==> src/rtl/id_ex_stage.sv <==
// ID/EX pipeline register with load-use hazard detection.
// Latches decode control, operands and register addresses for EX. When the
// instruction in EX is a load whose destination is read by the instruction
// in ID, a bubble is loaded into EX and PC/IF-ID are held for one cycle.
// Branch flushes take priority over stalls. Two saturating counters record
// stall and flush cycles for performance reporting.
module id_ex_stage #(
  parameter int DATA_W = 32,
  parameter int REG_AW = 5,
  parameter int CNT_W  = 32
) (
  input  logic              clk_i,
  input  logic              rst_i,
  input  logic              flush_i,
  input  logic              id_valid_i,
  input  logic              id_regwrite_i,
  input  logic              id_memtoreg_i,
  input  logic              id_memread_i,
  input  logic              id_memwrite_i,
  input  logic [1:0]        id_aluop_i,
  input  logic              id_alusrc_i,
  input  logic              id_branch_i,
  input  logic [DATA_W-1:0] id_rs1_data_i,
  input  logic [DATA_W-1:0] id_rs2_data_i,
  input  logic [DATA_W-1:0] id_imm_i,
  input  logic [DATA_W-1:0] id_pc_i,
  input  logic [9:0]        id_funct_i,
  input  logic [REG_AW-1:0] id_rs1_i,
  input  logic [REG_AW-1:0] id_rs2_i,
  input  logic [REG_AW-1:0] id_rd_i,
  output logic              ex_valid_o,
  output logic              ex_regwrite_o,
  output logic              ex_memtoreg_o,
  output logic              ex_memread_o,
  output logic              ex_memwrite_o,
  output logic [1:0]        ex_aluop_o,
  output logic              ex_alusrc_o,
  output logic              ex_branch_o,
  output logic [DATA_W-1:0] ex_rs1_data_o,
  output logic [DATA_W-1:0] ex_rs2_data_o,
  output logic [DATA_W-1:0] ex_imm_o,
  output logic [DATA_W-1:0] ex_pc_o,
  output logic [9:0]        ex_funct_o,
  output logic [REG_AW-1:0] ex_rs1_o,
  output logic [REG_AW-1:0] ex_rs2_o,
  output logic [REG_AW-1:0] ex_rd_o,
  output logic              stall_o,
  output logic              noop_o,
  output logic [CNT_W-1:0]  stall_cnt_o,
  output logic [CNT_W-1:0]  flush_cnt_o
);

  logic              valid_q, valid_d;
  logic              regwrite_q, regwrite_d;
  logic              memtoreg_q, memtoreg_d;
  logic              memread_q, memread_d;
  logic              memwrite_q, memwrite_d;
  logic [1:0]        aluop_q, aluop_d;
  logic              alusrc_q, alusrc_d;
  logic              branch_q, branch_d;
  logic [DATA_W-1:0] rs1_data_q, rs1_data_d;
  logic [DATA_W-1:0] rs2_data_q, rs2_data_d;
  logic [DATA_W-1:0] imm_q, imm_d;
  logic [DATA_W-1:0] pc_q, pc_d;
  logic [9:0]        funct_q, funct_d;
  logic [REG_AW-1:0] rs1_q, rs1_d;
  logic [REG_AW-1:0] rs2_q, rs2_d;
  logic [REG_AW-1:0] rd_q, rd_d;
  logic [CNT_W-1:0]  stall_cnt_q, stall_cnt_d;
  logic [CNT_W-1:0]  flush_cnt_q, flush_cnt_d;

  logic hazard;
  logic stall;
  logic capture;

  // Load-use detection from the registered EX load and the ID source addresses;
  // x0 is never a real dependency. A flush suppresses the stall.
  always_comb begin
    hazard  = valid_q & memread_q & (rd_q != '0) &
              ((rd_q == id_rs1_i) | (rd_q == id_rs2_i)) & id_valid_i;
    stall   = hazard & ~flush_i;
    capture = ~flush_i & ~hazard & id_valid_i;
  end

  // Next EX contents: the ID instruction when captured, otherwise an all-zero
  // bubble so that no unknown control or data value ever reaches EX.
  always_comb begin
    valid_d    = 1'b0;
    regwrite_d = 1'b0;
    memtoreg_d = 1'b0;
    memread_d  = 1'b0;
    memwrite_d = 1'b0;
    aluop_d    = 2'b00;
    alusrc_d   = 1'b0;
    branch_d   = 1'b0;
    rs1_data_d = '0;
    rs2_data_d = '0;
    imm_d      = '0;
    pc_d       = '0;
    funct_d    = '0;
    rs1_d      = '0;
    rs2_d      = '0;
    rd_d       = '0;
    if (capture) begin
      valid_d    = 1'b1;
      regwrite_d = id_regwrite_i;
      memtoreg_d = id_memtoreg_i;
      memread_d  = id_memread_i;
      memwrite_d = id_memwrite_i;
      aluop_d    = id_aluop_i;
      alusrc_d   = id_alusrc_i;
      branch_d   = id_branch_i;
      rs1_data_d = id_rs1_data_i;
      rs2_data_d = id_rs2_data_i;
      imm_d      = id_imm_i;
      pc_d       = id_pc_i;
      funct_d    = id_funct_i;
      rs1_d      = id_rs1_i;
      rs2_d      = id_rs2_i;
      rd_d       = id_rd_i;
    end
  end

  // Saturating performance counters: count while the event holds, stick at all-ones.
  always_comb begin
    stall_cnt_d = stall_cnt_q;
    flush_cnt_d = flush_cnt_q;
    if (stall && (stall_cnt_q != '1)) stall_cnt_d = stall_cnt_q + 1'b1;
    if (flush_i && (flush_cnt_q != '1)) flush_cnt_d = flush_cnt_q + 1'b1;
  end

  // Pipeline register and counters; reset clears everything immediately.
  always_ff @(posedge clk_i or negedge rst_i) begin
    if (!rst_i) begin
      valid_q     <= 1'b0;
      regwrite_q  <= 1'b0;
      memtoreg_q  <= 1'b0;
      memread_q   <= 1'b0;
      memwrite_q  <= 1'b0;
      aluop_q     <= 2'b00;
      alusrc_q    <= 1'b0;
      branch_q    <= 1'b0;
      rs1_data_q  <= '0;
      rs2_data_q  <= '0;
      imm_q       <= '0;
      pc_q        <= '0;
      funct_q     <= '0;
      rs1_q       <= '0;
      rs2_q       <= '0;
      rd_q        <= '0;
      stall_cnt_q <= '0;
      flush_cnt_q <= '0;
    end else begin
      valid_q     <= valid_d;
      regwrite_q  <= regwrite_d;
      memtoreg_q  <= memtoreg_d;
      memread_q   <= memread_d;
      memwrite_q  <= memwrite_d;
      aluop_q     <= aluop_d;
      alusrc_q    <= alusrc_d;
      branch_q    <= branch_d;
      rs1_data_q  <= rs1_data_d;
      rs2_data_q  <= rs2_data_d;
      imm_q       <= imm_d;
      pc_q        <= pc_d;
      funct_q     <= funct_d;
      rs1_q       <= rs1_d;
      rs2_q       <= rs2_d;
      rd_q        <= rd_d;
      stall_cnt_q <= stall_cnt_d;
      flush_cnt_q <= flush_cnt_d;
    end
  end

  assign ex_valid_o    = valid_q;
  assign ex_regwrite_o = regwrite_q;
  assign ex_memtoreg_o = memtoreg_q;
  assign ex_memread_o  = memread_q;
  assign ex_memwrite_o = memwrite_q;
  assign ex_aluop_o    = aluop_q;
  assign ex_alusrc_o   = alusrc_q;
  assign ex_branch_o   = branch_q;
  assign ex_rs1_data_o = rs1_data_q;
  assign ex_rs2_data_o = rs2_data_q;
  assign ex_imm_o      = imm_q;
  assign ex_pc_o       = pc_q;
  assign ex_funct_o    = funct_q;
  assign ex_rs1_o      = rs1_q;
  assign ex_rs2_o      = rs2_q;
  assign ex_rd_o       = rd_q;
  assign stall_o       = stall;
  assign noop_o        = stall;
  assign stall_cnt_o   = stall_cnt_q;
  assign flush_cnt_o   = flush_cnt_q;

endmodule
==> config.mk <==
export PLATFORM = sky130hd
export DESIGN_NAME = id_ex_stage
export DESIGN_NICKNAME = d
export VERILOG_FILES = /design/src/rtl/id_ex_stage.sv
export SDC_FILE = /design/constraint.sdc
export NUM_CORES = 1
export LEC_CHECK = 0
export CAP_MARGIN = 20
export CORE_ASPECT_RATIO = 1.1
export CORE_MARGIN = 10
export CORE_UTILIZATION = 44
export CTS_BUF_LIST = sky130_fd_sc_hd__clkbuf_8 sky130_fd_sc_hd__clkbuf_16
export DETAILED_ROUTE_END_ITERATION = 12
export GPL_TIMING_DRIVEN = 0
export HOLD_SLACK_MARGIN = 0.05
export PLACE_DENSITY = 0.85
export SETUP_SLACK_MARGIN = 0.2
export SYNTH_ARGS = -nofsm -noshare
export SYNTH_HDL_FRONTEND = slang
export SYNTH_SLANG_ARGS = --single-unit
==> constraint.sdc <==
create_clock -name clk_i -period 2.95 [get_ports clk_i]
set_input_delay 0.295 -clock clk_i [delete_from_list [all_inputs] [get_ports clk_i]]
set_output_delay 0.295 -clock clk_i [all_outputs]
set_load 0.05 [all_outputs]
==> Yosys cells after proc, flatten, opt, wreduce, memory -nomap -nowiden <==
Index checks and enable logic that the tools add are counted.
{ "word_totals": {"register_bits": 226, "out_inout_bits": 228, "wordCells": 53} }
{ "op_classes": {"addsub": 2, "n_eq_ne": 4, "muxes": 16, "bitwise_logic": 10, "n_reduce_logical": 3} }
{ "op_table": {"columns": ["operator", "n"], "rows": [
  ["32-bit 2-to-1 mux", 4],
  ["32-bit by 1-bit adder with 32-bit output, second input constant", 2],
  ["32-bit inequality test, second input constant", 2],
  ["5-bit 2-to-1 mux", 3],
  ["5-bit equality test", 2],
  ["10-bit 2-to-1 mux", 1],
  ["1-bit bitwise AND", 7],
  ["1-bit 2-to-1 mux", 7],
  ["5-bit nonzero test", 1],
  ["1-bit logical AND", 2],
  ["2-bit 2-to-1 mux", 1],
  ["1-bit inverter", 2],
  ["1-bit bitwise OR", 1]
]} }

==> Longest topological paths before layout <==
Gate-level depths: netlist of the first run.
{ "depth": {"ltp_word": 8, "ltp_mapped": 8} }

==> Worst setup path after synthesis of the first run <==
No wires, ideal clock.
{ "synth_path": {"path_type": "register to output", "startpoint": "register rd_q[0], in the netlist ex_rd_o[0]", "endpoint": "output port stall_o", "t_arrival_ns": 2.309, "required_time_ns": 2.655, "slack_ns": 0.346, "stages_incl_launch_ff": 8, "n_path_buf": 2, "cell_sequence": "dfrtp_1 -> or3_1 -> o311a_1 -> nand2b_1 -> or2_2 -> clkbuf_1 -> inv_1 -> buf_4"} }
{ "synth_via": {"elab_chain_len": 5} }
{ "synth_rtl": {"columns": ["element", "line_no", "text"], "rows": [
  ["start, declared", "68", "logic [REG_AW-1:0] rd_q, rd_d;"],
  ["start signal, assigned", "169", "rd_q <= rd_d;"],
  ["5-bit equality test or 5-bit nonzero test (tied branches)", "80, 79", null],
  ["1-bit bitwise OR or 1-bit bitwise AND (tied branches)", "80, 79", null],
  ["1-bit bitwise AND *", "79", "hazard = valid_q & memread_q & (rd_q != '0) &"],
  ["1-bit bitwise AND *", "80", "((rd_q == id_rs1_i) | (rd_q == id_rs2_i)) & id_valid_i;"],
  ["1-bit bitwise AND *", "81", "stall = hazard & ~flush_i;"],
  ["end, declared", "47", "output logic stall_o,"]
]} }
Every way passes the cells marked *; elsewhere a longest branch is shown, timed or not.

==> Worst setup path in the final report of the first run <==
Ends and elaborated chain as after synthesis.

==> results.txt, run 1 <==
Tot GR Track Use: 22.68%
CTS max path bufs: 3
Main flop type after synthesis: dfrtp_1
Async S/R FF share, synth: 100.0%
Sw power: 1986 uW
Top cell type's share of synthesized area: 67.77%
Area growth from synthesis to layout: 59.76%
Io pins: 393
M1 wire length: 9569 um
Final worst path period need: 2.649 ns
Worst Setup SP: ex_rd_o[0]
Setup TNS: 0 ns
Post-synth top cells: dfrtp_1 (226), and2_1 (169), xnor2_1 (36), xor2_1 (33), nand2_1 (24)
Largest cells by area after synthesis: dfrtp_1 (68%), and2_1 (13%), xnor2_1 (3.8%), xor2_1 (3.5%), and3_1 (1.6%)
Final worst slack: 0.3012 ns
VDD IR max: 496.3 uV
Sw Ratio: 27.26%
EDFF count, synth: 0
Reg clk slew, reported paths: 0.06 ns
Placer Congestion: 0.8488
Top Layer Used: met5
Synth Area per Inst: 12.98 um^2
Critical path class: reg2out
Slew margin rel.: 54.66%
Yosys reg bits: 226
DR vias: 6315
HP Class: in2reg
Fin nets: 1228
# fillers: 1286
Die Wd: 151.3 um
Yosys warning total: 0
Die height: 164.4 um
Sequential area share after synthesis: 67.77%
CP endpoint kind: primary output
Hold path startpoint: id_rs1_data_i[20]
Num CTS Buffers: 22
Initial DRC count: 328
Final Max Slew Viols: 0
Initial antenna violation count: 7
# Max-Cap Violations: 0
P_int: 5301 uW
Initial Util: 45.01%
Yosys cell types: 37
Clock Skews: 0.006197 ns
Clock Sinks: 226
Status: finished, final reports clean
Total chip power: 7287 uW
Multi-input gate area: 2562 um^2
Sequential share of power: 45.6%
WL met3: 3418 um
WL met2: 15140 um
Core region area: 18540 um^2
IO buf count: 392
Critical path data required time: 2.65 ns
DP Wirelength: 23070 um
DRC viols: 0
Period Utilization, post-route: 89.79%
Final setup violating endpoints: 0
DP Worst Slack: -0.1732 ns
Layout Cells excl Fill: 1322
Logic pwr share: 17.8%
Mapped Cells: 643
Critical-path maximum fanout: 9
Critical path arrival: 2.35 ns
Largest net degree at the start of global routing: 81
Row cnt: 52
DRT Pass-1 Iters: 4
Die area: 24880 um^2
H-tree Lvls: 1
Number of global-route vias before repair: 6997
CP startpoint kind: flop
Post-synth top area cell: dfrtp_1
Power density cells: 546.5 nW/um^2
Area after DPL: 12630 um^2
RSZ-0062 raised after global routing: yes
Reg2reg start: ex_rd_o[0]
CTS tree: done
Synth Net Count: 810
Wirelength per Cell: 21.89 um
Clock share of power: 36.6%
Final Hold Fails: 0
GRT Residual Overflow: 0
Fmax: 377.5 MHz
First-pass GRT wire length: 42310 um
Routed Antenna Nets: 0
Leak: 0.006089 uW
Clk root buf: clkbuf_16
Most frequent cell after synthesis: dfrtp_1
Worst skew pair latency: 0.50 ns
Routed WL: 28930 um
Area occupied by registers: 5655 um^2
Via-per-instance ratio: 4.777
DP Cell Count: 1280
Number of setup buffers added after CTS: 0
Slew @ Worst Pin: 0.6788 ns
Post-Syn Area: 8346 um^2
Final Cell Area: 13330 um^2
Layout cells sized above 1: 5.778%
## registers in the layout, summed over array words and instances (netlist names)
register and flops:
ex_rd_o 5, ex_memtoreg_o 1, flush_cnt_o 32, ex_rs1_data_o 32, ex_memwrite_o 1, ex_imm_o 32
ex_alusrc_o 1, ex_rs1_o 5, ex_rs2_o 5, ex_regwrite_o 1, ex_aluop_o 2, ex_valid_o 1
ex_branch_o 1, ex_pc_o 32, ex_memread_o 1, stall_cnt_o 32, ex_rs2_data_o 32, ex_funct_o 10
## critical path: stages, from the launching register on
cell,delay (ns)
dfrtp_1,0.42
or3_1,0.38
o311a_1,0.33
nand2b_1,0.14
or2_4,0.20
inv_1,0.07
buf_4,0.12
buf_2,0.20
## final timing paths
| check | end | slack [ns] | cells after the start |
|---|---|---|---|
| worst max-delay path | stall_o | 0.30 | 7 |
| worst min-delay path | ex_rs1_data_o[20] | 0.34 | 2 |
| worst max register to register | ex_imm_o[19] | 0.40 | 7 |
| worst min register to register | flush_cnt_o[21] | 0.50 | 1 |
| max in group asynchronous | ex_memwrite_o | 1.81 | 3 |
| min in group asynchronous | stall_cnt_o[25] | 0.35 | 2 |
## per-layer routing
metal / up-vias / GRT usage, %
li1: 2931 / -
met1: 3047 / 22.94
met2: 288 / 39.76
met3: 47 / 10.84
met4: 2 / 8.100
met5: - / 0
## power groups by stage
stage | clock [uW] | combinational [uW] | sequential (uW)
3_3_place_gp | 0 | 1270 | 3380
2_1_floorplan | 0 | 178 | 3840
3_5_place_dp | 0 | 1310 | 3380
6_report | 2670 | 1300 | 3320
5_1_grt | 2850 | 1370 | 3340
4_1_cts | 2730 | 1310 | 3320
## area by class of cell
cell class,instances,area share (%)
inverters,4,0.1126
plain buffers,23,0.8352
multi-input cells,389,19.22
flip-flops and latches,226,42.42
diodes,6,0.1126
well taps,243,2.280
repair buffers,395,29.88
clock inverters,7,0.2065
clock buffers,29,4.936
## stage by stage
stage	hold slack, ns	utilization, %
final	0.3422	71.90
after global routing	0.3256	71.89
after CTS	0.3176	71.88
after detailed placement	0.2966	68.13
after global placement	0.4732	67.81
after floorplan	-0.0005911	-
## kinds of logic (layout without fill, tap and decap cells)
kind of cell,after synthesis,after routing,synth area share [%]
fa+ha+maj,2,2,0.2998
buf+inv,28,458,1.559
compound gates,7,7,0.6596
other cells,0,6,0
flops,226,226,67.77
mux,2,2,0.2698
xor+xnor,69,69,7.241
simple gates,309,309,22.20
## cells in the final DEF, fill, tap and decap left out, drive strengths merged
| cell | Yosys | routed |
|---|---|---|
| a2111oi | 1 | 1 |
| a21oi | 3 | 3 |
| a22oi | 1 | 1 |
| and2 | 169 | 169 |
| and3 | 23 | 23 |
| and4 | 6 | 6 |
| buf | 5 | 10 |
| clkbuf | 19 | 47 |
| clkdlybuf4s50 | 0 | 389 |
| clkinv | 0 | 1 |
| dfrtp | 226 | 226 |
| diode | 0 | 6 |
| dlygate4sd3 | 0 | 1 |
| ha | 2 | 2 |
| inv | 4 | 10 |
| mux2 | 2 | 2 |
| nand2 | 25 | 25 |
| nand2b | 3 | 3 |
| nand3 | 23 | 23 |
| nand4 | 21 | 21 |
| nor2 | 17 | 17 |
| nor2b | 1 | 1 |
| nor3 | 12 | 12 |
| nor4 | 6 | 6 |
| o21a | 1 | 1 |
| o311a | 1 | 1 |
| or2 | 1 | 1 |
| or3 | 1 | 1 |
| or4 | 1 | 1 |
| xnor2 | 36 | 36 |
| xor2 | 33 | 33 |
## repair_timing
action	4_1_cts	5_1_grt
hold buffers	1	0
pin swaps	0	0
endpoints found under the setup margin	2	3
resized for setup	6	5
endpoints found under the hold margin	70	0
No activity file was read; power rests on OpenSTA's default activity.
==> run 2: changes to the inputs <==
Settings changed: CORE_UTILIZATION 44 to 37, PLACE_DENSITY 0.85 to 0.76.
Clock period 2.95 ns to 2.4 ns, I/O delays scaled along.
==> results.txt, run 2 (synthesis gave the netlist of run 1 again) <==
Via-per-instance ratio: 4.617 (was 4.777)
Num CTS Buffers: 24 (was 22)
Critical-path maximum fanout: 3 (was 9)
Number of global-route vias before repair: 6933 (was 6997)
Status: complete, but fails checks (was finished, final reports clean)
Final worst path period need: 2.452 ns
DRT Pass-1 Iters: 4 (unchanged)
Initial DRC count: 218 (was 328)
CP endpoint kind: primary output (unchanged)
Slew margin rel.: 56.83% (was 54.66%)
Sw Ratio: 26.85% (was 27.26%)
Critical path data required time: 2.16 ns (was 2.65 ns)
Worst skew pair latency: 0.52 ns (was 0.50 ns)
CTS tree: done (unchanged)
HP Class: in2async (was in2reg)
Power density cells: 678.7 nW/um^2 (was 546.5 nW/um^2)
Final Max Slew Viols: 0 (unchanged)
VDD IR max: 486.3 uV (was 496.3 uV)
GRT Residual Overflow: 0 (unchanged)
Routed Antenna Nets: 0 (unchanged)
Slew @ Worst Pin: 0.6456 ns (was 0.6788 ns)
Initial antenna violation count: 5 (was 7)
Leading cell type in the layout, fill and taps excluded: clkdlybuf4s50_1 (unchanged)
Row cnt: 57 (was 52)
First-pass GRT wire length: 43070 um (was 42310 um)
Final Hold Fails: 0 (unchanged)
DRC viols: 0 (unchanged)
Clk root buf: clkbuf_16 (unchanged)
Critical path class: reg2out (unchanged)
Slowest CP cell: dfrtp_2 (was dfrtp_1)
Critical Path Most Common Cell: buf_8
Failing checks: negative setup slack
Sw power: 2578 uW (was 1986 uW)
Period Utilization, post-route: 102.2%
Final worst slack: -0.05216 ns (was 0.3012 ns)
RSZ-0062 raised after global routing: yes (unchanged)
Die area: 28970 um^2 (was 24880 um^2)
Area growth from synthesis to layout: 69.49% (was 59.76%)
Tot GR Track Use: 19.63% (was 22.68%)
Die height: 177.5 um (was 164.4 um)
Commonest non-fill, non-tap cells in the layout: clkdlybuf4s50_1 (389), dfrtp_1 (212), and2_1 (169) (was clkdlybuf4s50_1 (389), dfrtp_1 (226), and2_1 (169))
Die Wd: 163.2 um (was 151.3 um)
H-tree Lvls: 1 (unchanged)
Clock Skews: 0.02021 ns (was 0.006197 ns)
DR vias: 6468 (was 6315)
# Max-Cap Violations: 0 (unchanged)
Routed WL: 30290 um (was 28930 um)
Critical path arrival: 2.21 ns (was 2.35 ns)
Critical Path Max Stage Delay: 0.42 ns (about the same)
Largest net degree at the start of global routing: 96 (was 81)
Sequential share of power: 42.5% (was 45.6%)
CP startpoint kind: flop (unchanged)
Placer Congestion: 0.8329 (was 0.8488)
Clock Sinks: 226 (unchanged)
Reg clk slew, reported paths: 0.06 ns (about the same)
Layout cells sized above 1: 13.27% (was 5.778%)
CTS max path bufs: 3 (unchanged)
Io pins: 393 (unchanged)
Core region area: 22180 um^2 (was 18540 um^2)
Fmax: 407.8 MHz
Leak: 0.006471 uW (was 0.006089 uW)
Logic pwr share: 16.9% (was 17.8%)
DP Wirelength: 23160 um (was 23070 um)
Post-layout utilization of the core: 63.77% (was 71.90%)
IO buf count: 392 (unchanged)
Final setup violating endpoints: 1 (was 0)
P_int: 7023 uW (was 5301 uW)
Total chip power: 9601 uW (was 7287 uW)
Crit-path cells: or3_4 > o311a_4 > nand2b_4 > or2_4 > buf_8 > inv_4 > buf_6 > buf_8 (was or3_1 > o311a_1 > nand2b_1 > or2_4 > inv_1 > buf_4 > buf_2)
Initial Util: 37.63% (was 45.01%)
Fin nets: 1249 (was 1228)
Wirelength per Cell: 21.62 um (was 21.89 um)
Clock share of power: 40.5% (was 36.6%)
## run 2: per-stage QoR
| step | instance area, um^2 | worst slack (ns) | hold WS [ns] | setup TNS (ns) | instances |
|---|---|---|---|---|---|
| after detailed placement | 12730 | -0.5119 | 0.1893 | -33.11 | 1332 |
| after global placement | 12670 | -9.252 | 0.4755 | -1945.18 | 1330 |
| final | 14140 | -0.05216 | 0.2396 | -0.05216 | 1401 |
| after CTS | 13750 | -0.1416 | 0.2381 | -0.7555 | 1386 |
| after floorplan | 8377 | 0.1478 | -0.05559 | 0 | 643 |
| after global routing | 14140 | -0.1394 | 0.2508 | -0.2364 | 1398 |
## run 2: worst max-delay path, delay by kind of cell (launching register included)
family | cells | cell delay, ns
AOI/OAI and AO/OA | 1 | 0.33
buffers and inverters | 4 | 0.37
DFF | 1 | 0.42
and+or+nand+nor | 3 | 0.57
## run 2: worst paths after layout
check	startpoint	end	slack [ns]	cells past startpoint
worst max-delay path	ex_rd_o[1]	stall_o	-0.05	8
worst min-delay path	rst_i	stall_cnt_o[19]	0.24	2
worst max register to register	ex_rd_o[0]	stall_cnt_o[26]	0.11	11
worst min register to register	stall_cnt_o[14]	stall_cnt_o[14]	0.47	1
max in group asynchronous	rst_i	ex_rs1_data_o[3]	0.96	4
min in group clk_i	id_imm_i[2]	ex_imm_o[2]	0.27	2
## run 2: repair_timing
item,in CTS,in global routing
pin swaps,6,29
gates resized for setup,39,70
setup buffers,9,8
hold endpoints to repair,55,0
setup endpoints to repair,174,197
hold buffers,1,0
cloned,0,1
## run 2: layout make-up
class                   instances  area, um^2
diodes                          6       15.01
plain buffers                  24       183.9
clock buffers                  25       614.3
clock inverters                19       222.7
fillers                      1665        8035
inverters                       4       17.52
multi-input cells             389        2885
flip-flops and latches        226        5673
well taps                     295       369.1
repair buffers                413        4164
## run 2: metal layers
| metal | share of wire (%) | GRT usage, % |
|---|---|---|
| met5 | 0.040 | 0 |
| met4 | 2.4 | 5.188 |
| met3 | 12 | 9.733 |
| met2 | 52 | 34.29 |
| met1 | 35 | 20.50 |
## run 2: power groups by stage
stage               Sequential, uW  Clock, uW  Combinational (uW)
floorplan                     4720          0                 220
detailed placement            4150          0                1620
CTS                           4080       3980                1640
global placement              4150          0                1590
finish                        4080       3890                1630
global route                  4100       4130                1720
